`config.mk`:
```
export PLATFORM = sky130hd
export DESIGN_NAME = cmp_search_seq
export DESIGN_NICKNAME = d
export VERILOG_FILES = /design/src/rtl/cmp_search_seq_pkg.sv /design/src/rtl/cmp_search_seq_am25ls2521.sv /design/src/rtl/cmp_search_seq.sv
export SDC_FILE = /design/constraint.sdc
export NUM_CORES = 1
export LEC_CHECK = 0
export ABC_AREA = 1
export CAP_MARGIN = 5
export CORE_UTILIZATION = 34
export CTS_CLUSTER_DIAMETER = 30
export CTS_CLUSTER_SIZE = 14
export DETAILED_ROUTE_END_ITERATION = 7
export SYNTH_ARGS = -nofsm -noshare
export SYNTH_HDL_FRONTEND = slang
export SYNTH_HIERARCHICAL = 1
export SYNTH_SLANG_ARGS = --single-unit
```
`constraint.sdc`:
```
create_clock -name clk -period 2.55 [get_ports clk]
set_input_delay 0.3825 -clock clk [delete_from_list [all_inputs] [get_ports clk]]
set_output_delay 0.3825 -clock clk [all_outputs]
set_load 0.1 [all_outputs]
```
`src/rtl/cmp_search_seq_pkg.sv`:
```
// Shared state encodings for the sequential search controller.
package cmp_search_seq_pkg;

    typedef enum logic [1:0] {
        ST_IDLE = 2'd0,
        ST_SCAN = 2'd1,
        ST_DONE = 2'd2
    } state_e;

endpackage

```
`src/rtl/cmp_search_seq_am25ls2521.sv`:
```
// Cascadable WIDTH-bit equality comparator slice: eout_ low only when enabled and a==b.
module am25ls2521 #(
    parameter int WIDTH = 8
) (
    input  logic [WIDTH-1:0] a,
    input  logic [WIDTH-1:0] b,
    input  logic             ein_,
    output logic             eout_
);

    assign eout_ = ein_ | (|(a ^ b));

endmodule

```
`src/rtl/cmp_search_seq.sv`:
```
// Associative lookup that time-shares one equality comparator over a small tagged table,
// reporting the lowest matching index and the total number of matches.
module cmp_search_seq
    import cmp_search_seq_pkg::*;
#(
    parameter int WIDTH = 8,
    parameter int DEPTH = 16,
    parameter int AW    = 4
) (
    input  logic             clk,
    input  logic             rst_,
    input  logic             wr_,
    input  logic [AW-1:0]    waddr,
    input  logic [WIDTH-1:0] wdata,
    input  logic             clr_,
    input  logic [WIDTH-1:0] key,
    input  logic             first,
    input  logic             start_,
    output logic             busy,
    output logic             done,
    output logic             match_,
    output logic [AW-1:0]    idx,
    output logic [AW:0]      count
);

    state_e             state_q;
    logic [AW-1:0]      ptr_q;
    logic [WIDTH-1:0]   key_q;
    logic               first_q;
    logic               match_q;
    logic [AW-1:0]      idx_q;
    logic [AW:0]        count_q;
    logic [DEPTH-1:0]   valid_q;
    logic [WIDTH-1:0]   table_mem [DEPTH];

    logic               idle;
    logic               tbl_we;
    logic               cmp_eout_;
    logic               hit;
    logic               ptr_last;

    assign idle     = (state_q == ST_IDLE);
    // Invalidate-all takes priority over a write landing on the same edge.
    assign tbl_we   = idle && !wr_ && clr_;
    assign ptr_last = (ptr_q == AW'(DEPTH - 1));
    assign hit      = ~cmp_eout_;

    // Data array carries no reset; validity is tracked separately in valid_q.
    always_ff @(posedge clk) begin
        if (tbl_we) begin
            table_mem[waddr] <= wdata;
        end
    end

    am25ls2521 #(
        .WIDTH (WIDTH)
    ) u_cmp (
        .a     (table_mem[ptr_q]),
        .b     (key_q),
        .ein_  (~valid_q[ptr_q]),
        .eout_ (cmp_eout_)
    );

    always_ff @(posedge clk or negedge rst_) begin
        if (!rst_) begin
            state_q <= ST_IDLE;
            ptr_q   <= '0;
            key_q   <= '0;
            first_q <= 1'b0;
            match_q <= 1'b1;
            idx_q   <= '0;
            count_q <= '0;
            valid_q <= '0;
        end else begin
            case (state_q)
                ST_IDLE: begin
                    if (!clr_) begin
                        valid_q <= '0;
                    end else if (!wr_) begin
                        valid_q[waddr] <= 1'b1;
                    end
                    if (!start_) begin
                        key_q   <= key;
                        first_q <= first;
                        ptr_q   <= '0;
                        match_q <= 1'b1;
                        idx_q   <= '0;
                        count_q <= '0;
                        state_q <= ST_SCAN;
                    end
                end
                ST_SCAN: begin
                    if (hit) begin
                        count_q <= count_q + 1'b1;
                        if (match_q) begin
                            idx_q   <= ptr_q;
                            match_q <= 1'b0;
                        end
                    end
                    // ptr parks on the last entry rather than wrapping.
                    if ((hit && first_q) || ptr_last) begin
                        state_q <= ST_DONE;
                    end else begin
                        ptr_q <= ptr_q + 1'b1;
                    end
                end
                ST_DONE: begin
                    state_q <= ST_IDLE;
                end
                default: begin
                    state_q <= ST_IDLE;
                end
            endcase
        end
    end

    assign busy   = (state_q == ST_SCAN);
    assign done   = (state_q == ST_DONE);
    assign match_ = match_q;
    assign idx    = idx_q;
    assign count  = count_q;

endmodule

```
**Word level (Yosys, flattened, before mapping)**

Memories as Yosys holds them, arrays and structs flattened.
Cells that the tools add are included.

- Logic and storage cells: 67
- Bits of input ports: 26
- Output and inout port bits: 12
- Memories: 1
- Bits in writable memories: 128
- Register bits: 41

- Bitwise gates (word level): 6
- $lt $le $gt $ge: 3
- $add $sub $neg: 2
- Equal/unequal tests: 9
- Reductions and logical operators: 15
- Muxes and demuxes: 23

Memories:

| memory | words | width | rd ports | clocked after Yosys merged registers in | write ports | RTL line | text |
|---|---|---|---|---|---|---|---|
| table_mem | 16 | 8 | 1 | 0 | 1 | cmp_search_seq.sv:34 | `logic [WIDTH-1:0] table_mem [DEPTH];` |

Operators by type and width:

| kind | number |
|---|---|
| 2-to-1 mux 16 bit | 2 |
| 2-to-1 mux 4 bit | 4 |
| OR 16 bit | 1 |
| case mux 4 bit (2 select lines) | 2 |
| < comparator 4 x 5 -> 1 bit, second input constant | 2 |
| 2-to-1 mux 5 bit | 2 |
| case mux 5 bit (2 select lines) | 1 |
| inequality test 2 bit, second input constant | 4 |
| OR reduction 8 bit | 1 |
| bitwise XOR 8 bit | 1 |
| 2-to-1 mux 1 bit | 6 |
| AND reduction 2 bit | 3 |
| AND reduction 3 bit | 2 |
| adder 5 x 1 -> 5 bit, second input constant | 1 |
| adder 4 x 1 -> 4 bit, second input constant | 1 |
| binary-select mux 1 bit (select 4 bit) | 1 |
| demux 1 bit (select 4 bit) | 1 |
| equality test 4 bit, second input constant | 1 |
| greater-or-equal comparator 4 x 1 -> 1 bit, second input constant | 1 |
| logical AND 1 bit | 4 |
| 2-to-1 mux 2 bit | 2 |
| inequality test 2 x 1 -> 1 bit, second input constant | 2 |
| case mux 2 bit (2 select lines) | 1 |
| AND reduction 4 bit | 1 |
| other kinds (9) | 11 |

**Logic depth before layout (Yosys ltp)**

- Depth in word-level cells: 9
- Gate-level depth with buffers: 23
- Mapped depth without buffers: 21

**Cells and area by module**

Netlist, hierarchy kept.

Modules (own cells, without submodules):

| module | area an instance (um2) | times used | sequential area each (um2) | cells an instance |
|---|---|---|---|---|
| cmp_search_seq | 7365.8 | 1 | 4870.9 | 761 |
| am25ls2521 | 153.9 | 1 | 0.0 | 37 |

**Worst setup path after synthesis**

No wires, ideal clock.

- Path type: flip-flop to flip-flop
- Start: register ptr_q[0]
- End: register idx_q[0], in the netlist idx[0]
- Clock period less this slack: 2123 ps
- Path buffers: 2
- Cell stages (with the launch flop): 23
- Data arrival time: 2001 ps
- Required time: 2428 ps
- Setup slack: 427 ps
- Library setup time: 122 ps
- Path through: dfrtp_1 -> inv_2 -> buf_2 -> buf_2 -> nand2_1 -> nand2_1 -> nand2_1 -> nand3_1 -> nand2_1 -> nand2_1 -> inv_1 -> nand2_1 -> nand2_1 -> inv_1 -> nand2_1 -> nor2_1 -> nand3_1 -> inv_1 -> nand2_1 -> nand2_2 -> o21ai_1 -> nand2_1 -> nand2_1

- Word-level cells in the longest chain between the ends: 6
- Elaborated cells on any way between the ends: 12
- Classes of those cells: eq/ne: 1; mux: 5; bitwise: 3; reduce/logical: 2; memory: 1

Ends and longest elaborated chain:

| what | RTL line | text |
|---|---|---|
| start, declared | cmp_search_seq.sv:27 | `logic [AW-1:0] ptr_q;` |
| start signal, assigned | cmp_search_seq.sv:104 | `ptr_q <= ptr_q + 1'b1;` |
| memory (16 x 8 bit) or binary-select mux 1 bit (select 4 bit) (tied branches) | - |  |
| bitwise XOR 8 bit or 2-to-1 mux 1 bit (tied branches) | cmp_search_seq_am25ls2521.sv:11, cmp_search_seq.sv:60 |  |
| OR reduction 8 bit or NOT 1 bit (tied branches) | cmp_search_seq_am25ls2521.sv:11, cmp_search_seq.sv:60 |  |
| OR 1 bit (*) | cmp_search_seq_am25ls2521.sv:11 | `assign eout_ = ein_ \| (\|(a ^ b));` |
| net cmp_eout_ | cmp_search_seq.sv:38 | `logic cmp_eout_;` |
| inequality test 2 bit (no source line) (*) | - |  |
| AND reduction 4 bit (no source line) (*) | - |  |
| end signal, assigned | cmp_search_seq.sv:96 | `idx_q <= ptr_q;` |
| end, declared | cmp_search_seq.sv:31 | `logic [AW-1:0] idx_q;` |

Mark *: on every way through the listed nets, which the timed path passes. The rest lies on a longest branch. The select of a mux whose other input is x is not followed.
A chain may end at the register's enable or synchronous reset.

**Worst setup path after layout**

- Start: register ptr_q[0]
- End: register ptr_q[3]

- Word-level cells in the longest chain between the ends: 9
- Elaborated cells on any way between the ends: 16
- Classes of those cells: add/sub: 1; eq/ne: 2; mux: 4; bitwise: 4; reduce/logical: 4; memory: 1

Ends and longest elaborated chain:

| what | RTL line | text |
|---|---|---|
| memory (16 x 8 bit) or binary-select mux 1 bit (select 4 bit) (tied branches) | - |  |
| bitwise XOR 8 bit or 2-to-1 mux 1 bit (tied branches) | cmp_search_seq_am25ls2521.sv:11, cmp_search_seq.sv:60 |  |
| OR reduction 8 bit or NOT 1 bit (tied branches) | cmp_search_seq_am25ls2521.sv:11, cmp_search_seq.sv:60 |  |
| OR 1 bit (*) | cmp_search_seq_am25ls2521.sv:11 |  |
| net cmp_eout_ | cmp_search_seq.sv:38 |  |
| NOT 1 bit (*) | cmp_search_seq.sv:46 | `assign hit = ~cmp_eout_;` |
| logical AND 1 bit (*) | cmp_search_seq.sv:101 | `if ((hit && first_q) \|\| ptr_last) begin` |
| logical OR 1 bit (*) | cmp_search_seq.sv:101 |  |
| inequality test 2 bit (no source line) (*) | - |  |
| AND reduction 3 bit (no source line) (*) | - |  |

Marks and branches as above.

==> flow_metrics.env <==
export IMPL_status="finished, final reports clean"
export IMPL_dp_cells=1122
export IMPL_fin_total_pwr_mw=10.25
export IMPL_instances_no_fill=1173
export IMPL_p_clk_frac=0.238
export IMPL_r2r_end="ptr_q[3]"
export IMPL_netlist_area_mm2=0.007520
export IMPL_synth_simple_area_share=0.2527
export IMPL_syn_nets=826
export IMPL_maxCapViolations=0
export IMPL_fin_util=0.4398
export IMPL_synthAdderAreaFrac=0.003328
export IMPL_chipWidth_um=150.7
export IMPL_criticalPathCategory="reg2reg"
export IMPL_finalClockSkew_ns=0.008748
export IMPL_chipHeight_um=150.7
export IMPL_clockBufferDepth=2
export IMPL_fin_crit_sh=0.9737
export IMPL_antenna_found_initial=0
export IMPL_avgSynthCellArea_um2=9.423
export IMPL_grt_pass1_vias=5065
export IMPL_final_cell_mix="nand2_1 (251), edfxtp_1 (128), inv_1 (87)"
export IMPL_insertion_delay_ns=0.44
export IMPL_netlist_instances=798
export IMPL_ys_ff_latch=169
export IMPL_coreArea_mm2=0.02176
export IMPL_p_switching_mw=3.999
export IMPL_area_delta_synth_final_pct=27.24
export IMPL_ys_types=27
export IMPL_synth_warning_count=6
export IMPL_startpoint_type="register"
export IMPL_worst_pin_slew_ns=0.7668
export IMPL_holdWs_ns=0.3423
export IMPL_dpl_instance_area_mm2=0.008434
export IMPL_gp_congestion=0.8034
export IMPL_synth_compound_area_share=0.02196
export IMPL_io_pins=38
export IMPL_switching_share=0.3901
export IMPL_pre_cts_ws_ns=0.01026
export IMPL_fmax_mhz=402.8
export IMPL_setup_viol_count_final=0
export IMPL_wire_per_inst_um=16.76
export IMPL_final_net_count=909
export IMPL_final_common_cell="nand2_1"
export IMPL_period_minus_slack_ns=2.483
export IMPL_hold_violations=0
export IMPL_intPower_mw=6.253
export IMPL_rows=54
export IMPL_ys_seq_area_frac=0.6478
export IMPL_synth_xor_area_share=0.003494
export IMPL_grt_max_degree=41
export IMPL_numCtsBuffers=17
export IMPL_dr_pass1_iters=5
export IMPL_via_per_inst=4.750
export IMPL_tns_ns=0
export IMPL_cp_required_ns=2.88
export IMPL_drc=0
export IMPL_vdd_drop_max_mv=0.5539
export IMPL_endpoint="ptr_q[3]"
export IMPL_critical_path_arrival_ns=2.81
export IMPL_port_buffers=37
export IMPL_cts_root_buf="clkbuf_16"
export IMPL_cts_sinks=169
export IMPL_crit_fanout=8
export IMPL_grt_usage=0.1738
export IMPL_rsz0062_at_grt="true"
export IMPL_ant_nets=0
export IMPL_leakage_nw=4.163
export IMPL_relSlewSlack=0.4872
export IMPL_initial_core_util=0.3456
export IMPL_synth_top_family_by_area="simple AND/OR/NAND/NOR gates"
export IMPL_drive_gt1_frac=0.2094
export IMPL_hold_class="in2async"
export IMPL_seq_power_share=0.331
export IMPL_clkTransAtPathRegs_ns=0.06
export IMPL_slew_viol_final=0
export IMPL_cts_max_level=4
export IMPL_first_iter_violations=451
export IMPL_die_area_mm2=0.02272
export IMPL_place_hpwl_um=12450
export IMPL_p_per_area_mw_per_mm2=1071
export IMPL_stdcell_area_mm2=0.009568
export IMPL_end_kind="register"
export IMPL_rr_startpoint="ptr_q[0]"
export IMPL_tritoncts="built"
export IMPL_wl_um=19650
export IMPL_synthMuxAreaShare=0
export IMPL_rrSetupSlack_ns=0.07
export IMPL_grt_pass1_wl_um=28680
export IMPL_grt_overflow_total=0
export IMPL_p_comb_frac=0.431
export IMPL_crit_start="ptr_q[0]"
export IMPL_r2r_cells=23
export IMPL_vias=5572
export IMPL_layout_setup_ws_ns=0.06711
export IMPL_diodes=0
==> sequential cells by signal, indices dropped and copies added (netlist names) <==
signal     count
table_mem    128
valid_q       16
key_q          8
count          5
idx            4
ptr_q          4
state_q        2
first_q        1
match_         1
==> critical path: stages (launching register included) <==
cell	delay (ns)
dfrtp_4	0.43
buf_12	0.15
clkinv_8	0.08
buf_8	0.14
buf_4	0.15
o21ai_1	0.17
nand3_2	0.11
nand2_2	0.10
nand2_2	0.07
inv_2	0.04
nand2_1	0.04
nand2_1	0.06
inv_1	0.04
nand2_2	0.08
nor2_4	0.04
nand3_2	0.05
inv_2	0.06
nand2_2	0.07
nand3_2	0.10
nand2_4	0.13
inv_2	0.05
buf_6	0.11
nand2_1	0.05
nand2_1	0.05
==> worst min path at each step <==
stage	startpoint	end	slack [ns]
5_1_grt	rst_	key_q[3]	0.39
4_1_cts	rst_	key_q[3]	0.34
3_3_place_gp	rst_	key_q[3]	0.26
3_5_place_dp	rst_	key_q[3]	0.26
6_report	rst_	key_q[1]	0.34
2_1_floorplan	rst_	count[0]	0.09
==> power by group through the flow <==
stage / Combinational (mW) / Sequential [mW] / Clock [mW]
3_5_place_dp: 3.44 / 3.45 / 0
6_report: 4.42 / 3.39 / 2.44
2_1_floorplan: 1.96 / 3.70 / 0
5_1_grt: 4.80 / 3.42 / 2.58
4_1_cts: 3.52 / 3.40 / 2.47
3_3_place_gp: 3.42 / 3.45 / 0
==> Yosys cell counts, drive strengths merged <==
cell type,count,area share
nand4,6,0.0050
clkbuf,5,0.0025
clkinv,2,0.0010
dfstp,1,0.0035
dfrtp,40,0.13
o21ai,18,0.012
xnor2,1,0.0012
inv,97,0.048
ha,2,0.0033
nor2,97,0.050
or2,9,0.0075
nor3,2,0.0013
a21oi,15,0.010
nor4,1,0.00083
buf,23,0.019
nand3,69,0.047
edfxtp,128,0.51
xor2,2,0.0023
nand2,280,0.14
==> area by class of cell <==
cell class                 instances  area [um2]
fill                            2080       12190
timing repair buffer              92        1035
inverter                          99       384.1
clock inverter                    13       118.9
sequential                       169        4876
multi-input combinational        502        2375
clock buffer                      18       429.2
tap                              280       350.3
==> layer usage <==
metal,GRT usage,part of all wire
met1,0.2265,0.43
met3,0.03909,0.054
met2,0.2797,0.50
met4,0.07000,0.022
met5,0,0
==> what timing repair did <==
action | CTS | global route
pin swaps | 1 | 24
hold endpoints to repair | 10 | 0
setup endpoints to repair | 2 | 16
cloned | 1 | 7
hold buffers | 1 | 0
resized for setup | 1 | 99
buffers inserted | 1 | 11
==> kinds of logic after synthesis <==
| kind of cell | Yosys count |
|---|---|
| DFF | 169 |
| and+or+nand+nor | 464 |
| adders and majority gates | 2 |
| buffers and inverters | 127 |
| xor gates and xnor gates | 3 |
| AOI/OAI and AO/OA | 33 |
Note: power is estimated with default switching activity, not from simulation.
